**config.mk**
```make
export PLATFORM = sky130hd
export DESIGN_NAME = core_sequencer_flat
export DESIGN_NICKNAME = d
export VERILOG_FILES = /design/src/rtl/seq_pkg.sv /design/src/rtl/core_sequencer_if.sv /design/src/rtl/seq_watchdog.sv /design/src/rtl/core_sequencer.sv /design/src/flat_wrapper.sv
export SDC_FILE = /design/constraint.sdc
export NUM_CORES = 1
export LEC_CHECK = 0
export CORE_ASPECT_RATIO = 1.25
export CORE_MARGIN = 2
export CORE_UTILIZATION = 30
export CTS_CLUSTER_SIZE = 40
export DETAILED_ROUTE_END_ITERATION = 8
export PLACE_DENSITY = 0.52
export SETUP_SLACK_MARGIN = 0.3
export SLEW_MARGIN = 20
export SYNTH_ARGS = -nofsm -noshare
export SYNTH_HDL_FRONTEND = slang
export SYNTH_SLANG_ARGS = --single-unit
```
**constraint.sdc**
```tcl
create_clock -name clk -period 2.25 [get_ports clk]
set_input_delay 0.3375 -clock clk [delete_from_list [all_inputs] [get_ports clk]]
set_output_delay 0.3375 -clock clk [all_outputs]
set_load 0.005 [all_outputs]
```
**src/rtl/seq_pkg.sv**
```systemverilog
// Shared types and constants for the core run sequencer: state encoding,
// halt opcode and instruction-type field decode.
package seq_pkg;

    localparam int INSTR_W = 9;

    typedef enum logic [2:0] {
        ST_IDLE,
        ST_CLEAR,
        ST_FETCH,
        ST_DECODE,
        ST_EXEC,
        ST_WB,
        ST_HALT
    } seq_state_e;

    localparam logic [INSTR_W-1:0] HALT_INSTR = 9'h000;

    // Instruction-type field, top two bits of mach_code
    localparam logic [1:0] OPC_R = 2'b00;
    localparam logic [1:0] OPC_M = 2'b01;
    localparam logic [1:0] OPC_B = 2'b10;
    localparam logic [1:0] OPC_S = 2'b11;

    function automatic logic [1:0] opc_type(input logic [INSTR_W-1:0] code);
        return code[INSTR_W-1:INSTR_W-2];
    endfunction

endpackage

```
**src/rtl/core_sequencer_if.sv**
```systemverilog
// Datapath control bundle between the run sequencer (master) and the
// fetch/decode/execute datapath (slave).
interface core_sequencer_if;
    import seq_pkg::*;

    logic [INSTR_W-1:0] instr;
    logic               ctl_reg_write;
    logic               ctl_mem_read;
    logic               ctl_mem_write;
    logic               ctl_jump;

    logic               pc_clear;
    logic               pc_inc;
    logic               pc_jump;
    logic               ir_load;
    logic               reg_wen;
    logic               mem_ren;
    logic               mem_wen;

    modport master (
        input  instr, ctl_reg_write, ctl_mem_read, ctl_mem_write, ctl_jump,
        output pc_clear, pc_inc, pc_jump, ir_load, reg_wen, mem_ren, mem_wen
    );

    modport slave (
        output instr, ctl_reg_write, ctl_mem_read, ctl_mem_write, ctl_jump,
        input  pc_clear, pc_inc, pc_jump, ir_load, reg_wen, mem_ren, mem_wen
    );

endinterface

```
**src/rtl/seq_watchdog.sv**
```systemverilog
// Busy-cycle limit comparator and sticky timeout flag; the flag clears when a
// new run enters CLEAR.
module seq_watchdog #(
    parameter int CNT_W      = 16,
    parameter int WDOG_LIMIT = 4096
) (
    input  logic             clk,
    input  logic             reset,
    input  logic             clear,
    input  logic             check_en,
    input  logic [CNT_W-1:0] cycle_count,
    output logic             expire,
    output logic             timeout
);

    localparam logic [CNT_W-1:0] LIMIT_M1 = CNT_W'(WDOG_LIMIT - 1);

    logic timeout_d, timeout_q;

    assign expire  = check_en && (cycle_count == LIMIT_M1);
    assign timeout = timeout_q;

    always_comb begin
        timeout_d = timeout_q;
        if (clear) begin
            timeout_d = 1'b0;
        end else if (expire) begin
            timeout_d = 1'b1;
        end
    end

    always_ff @(posedge clk or posedge reset) begin
        if (reset) begin
            timeout_q <= 1'b0;
        end else begin
            timeout_q <= timeout_d;
        end
    end

endmodule

```
**src/rtl/core_sequencer.sv**
```systemverilog
// Multi-cycle run controller for the 9-bit accumulator core: sequences
// FETCH/DECODE/EXEC/WB, counts cycles and retired instructions.
// Optional watchdog forced halt when SEQ_WATCHDOG_EN is defined.
module core_sequencer
    import seq_pkg::*;
#(
    parameter int CNT_W      = 16,
    parameter int WDOG_LIMIT = 4096
) (
    input  logic             clk,
    input  logic             reset,
    input  logic             start,
    core_sequencer_if.master dp,
    output logic             busy,
    output logic             done,
    output logic             timeout,
    output logic [CNT_W-1:0] cycle_count,
    output logic [CNT_W-1:0] instr_count
);

    seq_state_e       state_d, state_q;
    logic [CNT_W-1:0] cyc_d, cyc_q;
    logic [CNT_W-1:0] ins_d, ins_q;
    logic             retire;
    logic             wdog_expire;

    assign cycle_count = cyc_q;
    assign instr_count = ins_q;

    always_ff @(posedge clk or posedge reset) begin
        if (reset) begin
            state_q <= ST_IDLE;
        end else begin
            state_q <= state_d;
        end
    end

    // start only matters in IDLE and HALT; busy states run to completion
    always_comb begin
        state_d = state_q;
        case (state_q)
            ST_IDLE:   if (start) state_d = ST_CLEAR;
            ST_CLEAR:  state_d = ST_FETCH;
            ST_FETCH:  state_d = ST_DECODE;
            ST_DECODE: state_d = (dp.instr == HALT_INSTR) ? ST_HALT : ST_EXEC;
            ST_EXEC:   state_d = dp.ctl_mem_read ? ST_WB : ST_FETCH;
            ST_WB:     state_d = ST_FETCH;
            ST_HALT:   if (!start) state_d = ST_IDLE;
            default:   state_d = ST_IDLE;
        endcase
        if (wdog_expire) state_d = ST_HALT;
    end

    always_comb begin
        dp.pc_clear = 1'b0;
        dp.pc_inc   = 1'b0;
        dp.pc_jump  = 1'b0;
        dp.ir_load  = 1'b0;
        dp.reg_wen  = 1'b0;
        dp.mem_ren  = 1'b0;
        dp.mem_wen  = 1'b0;
        busy        = 1'b0;
        done        = 1'b0;
        retire      = 1'b0;
        case (state_q)
            ST_CLEAR: begin
                busy        = 1'b1;
                dp.pc_clear = 1'b1;
            end
            ST_FETCH: begin
                busy       = 1'b1;
                dp.ir_load = 1'b1;
            end
            ST_DECODE: busy = 1'b1;
            ST_EXEC: begin
                busy       = 1'b1;
                dp.mem_wen = dp.ctl_mem_write;
                dp.mem_ren = dp.ctl_mem_read;
                // Loads defer the register write and PC step to WB
                if (!dp.ctl_mem_read) begin
                    dp.reg_wen = dp.ctl_reg_write;
                    dp.pc_jump = dp.ctl_jump;
                    dp.pc_inc  = !dp.ctl_jump;
                    retire     = 1'b1;
                end
            end
            ST_WB: begin
                busy       = 1'b1;
                dp.reg_wen = 1'b1;
                dp.pc_inc  = 1'b1;
                retire     = 1'b1;
            end
            ST_HALT: done = 1'b1;
            default: ;
        endcase
    end

    // CLEAR restarts both counters; the CLEAR cycle itself counts as busy
    always_comb begin
        cyc_d = cyc_q;
        ins_d = ins_q;
        if (state_q == ST_CLEAR) begin
            cyc_d = CNT_W'(1);
            ins_d = '0;
        end else begin
            if (busy && (cyc_q != '1)) cyc_d = cyc_q + CNT_W'(1);
            if (retire && (ins_q != '1)) ins_d = ins_q + CNT_W'(1);
        end
    end

    always_ff @(posedge clk or posedge reset) begin
        if (reset) begin
            cyc_q <= '0;
            ins_q <= '0;
        end else begin
            cyc_q <= cyc_d;
            ins_q <= ins_d;
        end
    end

`ifdef SEQ_WATCHDOG_EN
    seq_watchdog #(
        .CNT_W      (CNT_W),
        .WDOG_LIMIT (WDOG_LIMIT)
    ) u_watchdog (
        .clk         (clk),
        .reset       (reset),
        .clear       (state_q == ST_CLEAR),
        .check_en    (busy && (state_q != ST_CLEAR)),
        .cycle_count (cyc_q),
        .expire      (wdog_expire),
        .timeout     (timeout)
    );
`else
    logic unused_wdog_limit;
    assign unused_wdog_limit = ^WDOG_LIMIT;
    assign wdog_expire       = 1'b0;
    assign timeout           = 1'b0;
`endif

endmodule

```
**src/flat_wrapper.sv**
```systemverilog
// flat-port wrapper written by rule: the top's interface ports become plain ports
module core_sequencer_flat import seq_pkg::*;
#(
    parameter int CNT_W      = 16,
    parameter int WDOG_LIMIT = 4096
)
  (clk, reset, start, busy, done, timeout, cycle_count, instr_count, dp_instr, dp_ctl_reg_write, dp_ctl_mem_read, dp_ctl_mem_write, dp_ctl_jump, dp_pc_clear, dp_pc_inc, dp_pc_jump, dp_ir_load, dp_reg_wen, dp_mem_ren, dp_mem_wen);
  core_sequencer_if dp_i ();
  input  logic clk;
  input  logic reset;
  input  logic start;
  output logic busy;
  output logic done;
  output logic timeout;
  output logic [CNT_W-1:0] cycle_count;
  output logic [CNT_W-1:0] instr_count;
  input wire logic [$bits(dp_i.instr)-1:0] dp_instr;
  input wire logic [$bits(dp_i.ctl_reg_write)-1:0] dp_ctl_reg_write;
  input wire logic [$bits(dp_i.ctl_mem_read)-1:0] dp_ctl_mem_read;
  input wire logic [$bits(dp_i.ctl_mem_write)-1:0] dp_ctl_mem_write;
  input wire logic [$bits(dp_i.ctl_jump)-1:0] dp_ctl_jump;
  output wire logic [$bits(dp_i.pc_clear)-1:0] dp_pc_clear;
  output wire logic [$bits(dp_i.pc_inc)-1:0] dp_pc_inc;
  output wire logic [$bits(dp_i.pc_jump)-1:0] dp_pc_jump;
  output wire logic [$bits(dp_i.ir_load)-1:0] dp_ir_load;
  output wire logic [$bits(dp_i.reg_wen)-1:0] dp_reg_wen;
  output wire logic [$bits(dp_i.mem_ren)-1:0] dp_mem_ren;
  output wire logic [$bits(dp_i.mem_wen)-1:0] dp_mem_wen;
  assign dp_i.instr = dp_instr;
  assign dp_i.ctl_reg_write = dp_ctl_reg_write;
  assign dp_i.ctl_mem_read = dp_ctl_mem_read;
  assign dp_i.ctl_mem_write = dp_ctl_mem_write;
  assign dp_i.ctl_jump = dp_ctl_jump;
  assign dp_pc_clear = dp_i.pc_clear;
  assign dp_pc_inc = dp_i.pc_inc;
  assign dp_pc_jump = dp_i.pc_jump;
  assign dp_ir_load = dp_i.ir_load;
  assign dp_reg_wen = dp_i.reg_wen;
  assign dp_mem_ren = dp_i.mem_ren;
  assign dp_mem_wen = dp_i.mem_wen;
  core_sequencer #(.CNT_W(CNT_W), .WDOG_LIMIT(WDOG_LIMIT)) u_core (.clk(clk), .reset(reset), .start(start), .dp(dp_i), .busy(busy), .done(done), .timeout(timeout), .cycle_count(cycle_count), .instr_count(instr_count));
endmodule
```
==> results.sh <==
export IMPL_grt_pass1_vias=1973
export IMPL_finClkSkew_ps=5.62
export IMPL_fp_dieW_um=80.0
export IMPL_ys_flop_type="dfrtp_1"
export IMPL_grt_max_degree=36
export IMPL_drt_iter0_markers=76
export IMPL_clkPwrFrac_pct=21.8
export IMPL_synth_edf_count=0
export IMPL_final_cell_mix="clkdlybuf4s50_1, dfrtp_1, a21oi_1"
export IMPL_core_area_um2=6980
export IMPL_fin_crit_ps=1910
export IMPL_setup_viol=0
export IMPL_combPwrFrac_pct=42.7
export IMPL_area_delta_synth_final_pct=40.9
export IMPL_fin_nets=323
export IMPL_vdd_drop_max_mv=0.605
export IMPL_htreeDepth=2
export IMPL_cts_hold_buf=0
export IMPL_cp_max_fo=5
export IMPL_ios=58
export IMPL_gr_usage_all_layers_pct=15.7
export IMPL_p_total_mw=2.36
export IMPL_num_vias=2146
export IMPL_clock_fmax_mhz=523
export IMPL_hold_viol=0
export IMPL_arrival_ps=2120
export IMPL_num_antenna_cells=0
export IMPL_antenna_found_initial=0
export IMPL_fin_setup_tns_ps=0
export IMPL_power_density_nw_per_um2=774
export IMPL_p_switching_mw=0.846
export IMPL_fill_cells=715
export IMPL_rows=34
export IMPL_antenna_left=0
export IMPL_syn_num_nets=253
export IMPL_dp_hpwl_mm=4.21
export IMPL_wl_per_cell_um=15.2
export IMPL_crit_chain="buf_6, buf_4, and2b_2, nand4_1, buf_4, or4_1, a21oi_1"
export IMPL_layout_commonest_cell="clkdlybuf4s50_1"
export IMPL_crit_path_max_incr_delay_ps=440
export IMPL_routed_wl_mm=6.00
export IMPL_worst_skew_pair_late_latency_ps=280
export IMPL_path_buf_inv=3
export IMPL_cts_sinks=35
export IMPL_p_seq_share_pct=35.5
export IMPL_grt_pass1_wl_mm=9.86
export IMPL_numCtsBuffers=5
export IMPL_dieArea_um2=7920
export IMPL_synth_async_sr_flop_share_pct=100
export IMPL_crit_type="flop to flop"
export IMPL_clkTransAtPathRegs_ps=70
export IMPL_synthCells=235
export IMPL_yosysUniqueCellTypes=45
export IMPL_crit_path_start_kind="flop"
export IMPL_p_leak_nw=1.25
export IMPL_worstSetupEndpointType="flop"
export IMPL_clockRootBuffer="clkbuf_8"
export IMPL_viasPerCell=5.42
export IMPL_final_max_slew_viol_count=0
export IMPL_cts_tree="built"
export IMPL_p_int_mw=1.51
export IMPL_rsz0062_at_grt="true"
export IMPL_period_share_pct=85.0
export IMPL_gp_congestion=0.800
export IMPL_syn_area_um2=2160
export IMPL_slowest_stage="dfrtp_2"
export IMPL_firstDrtPassIters=4
export IMPL_drc=0
export IMPL_ys_seq_area_share_pct=40.5
export IMPL_swShare_pct=35.9
export IMPL_ys_warn_count=0
export IMPL_ys_ff_latch=35
export IMPL_crit_family="simple AND/OR/NAND/NOR gates"
export IMPL_clockBufferDepth=2
export IMPL_die_y_um=99.0
export IMPL_status="finished clean"
export IMPL_hp_class="primary input to async pin"
export IMPL_port_buffers=56
export IMPL_required_ps=2460
export IMPL_cpMostUsedCell="buf_4"
export IMPL_cp_depth=7
export IMPL_overflow=0
export IMPL_maxCapViolations=0
export IMPL_start_util_pct=31.0
export IMPL_drive_gt1_share_pct=15.0
export IMPL_syn_area_per_cell_um2=9.21
export IMPL_worstRegToRegCells=7
layer usage:
| layer | up-vias | share of wire, % | GRT usage, % |
|---|---|---|---|
| li1 | 1059 | - | - |
| met1 | 1039 | 42 | 19.3 |
| met2 | 38 | 53 | 27.7 |
| met3 | 10 | 3.0 | 3.11 |
| met4 | 0 | 1.9 | 4.30 |
| met5 | - | 0 | 0 |
state kept, by name (all words and copies together) (netlist names):
register / count
u_core.cycle_count: 16
u_core.state_q: 3
u_core.instr_count: 16
metrics by stage:
stage	std cells	utilization, %	cell area, um2	hold WS [ps]	setup WS [ps]
2_1_floorplan	235	-	2160	485	425
3_3_place_gp	380	40.9	2850	539	229
3_5_place_dp	380	40.9	2850	543	203
4_1_cts	393	43.0	3000	481	186
5_1_grt	396	43.7	3050	498	278
6_report	396	43.7	3050	466	338
layout make-up:
cell class | instances | area, um2 | share of cell area (%)
inverters | 7 | 27.5 | 0.903
clock buffers | 8 | 100 | 3.28
repair buffers | 74 | 701 | 23.0
flip-flops and latches | 35 | 878 | 28.8
well taps | 90 | 113 | 3.69
multi-input cells | 182 | 1230 | 40.3
kinds of logic (layout without fill, tap and decap cells):
kind of cell	after synthesis	in the layout	share of synthesized area, %
other	1	1	0.173
DFF	35	35	40.5
adders and majority gates	2	2	1.16
muxes	7	7	3.24
and+or+nand+nor	113	113	33.4
buffers and inverters	18	89	4.05
AOI/OAI and AO/OA	59	59	17.5
repair_timing:
action | 4_1_cts | 5_1_grt
endpoints found under the setup margin | 9 | 20
gates resized for setup | 15 | 9
buffers inserted | 5 | 3
pin swaps | 1 | 3
synthesized netlist by cell type (4+ instances only):
master	instances	area [um2]
a21oi_1	23	115
or4_1	16	120
nand3_1	15	75.1
or3_1	4	25.0
dfrtp_1	35	876
nand2_1	17	63.8
nor3_1	4	20.0
o31ai_1	16	120
mux2i_1	7	70.1
and4_1	6	52.6
buf_2	7	35.0
and3_1	7	43.8
nor2_1	13	48.8
inv_1	5	18.8
nand4_1	9	56.3
o21ai_0	9	45.0
path summary, 6_finish.rpt:
kind | from | end | slack [ps]
worst max-delay path | u_core.state_q[1] | u_core.instr_count[9] | 340
worst min-delay path | reset | u_core.cycle_count[11] | 470
worst max register to register | u_core.state_q[1] | u_core.instr_count[9] | 340
worst min register to register | u_core.instr_count[10] | u_core.instr_count[10] | 550
max in group asynchronous | reset | u_core.state_q[1] | 1420
min in group clk | u_core.instr_count[10] | u_core.instr_count[10] | 550
worst register-to-register path: stages (launching register included):
cell and delay (ps):
dfrtp_2 440, buf_6 130, buf_4 120, and2b_2 250, nand4_1 170, buf_4 200, or4_1 400, a21oi_1 130
power by group through the flow:
stage | registers, mW | clock network, mW | logic, mW
global route | 0.855 | 0.564 | 1.11
floorplan | 0.804 | 0 | 0.505
global placement | 0.850 | 0 | 0.868
CTS | 0.834 | 0.529 | 0.968
detailed placement | 0.851 | 0 | 0.877
finish | 0.837 | 0.515 | 1.01
Note: power is estimated with default switching activity, not from simulation.
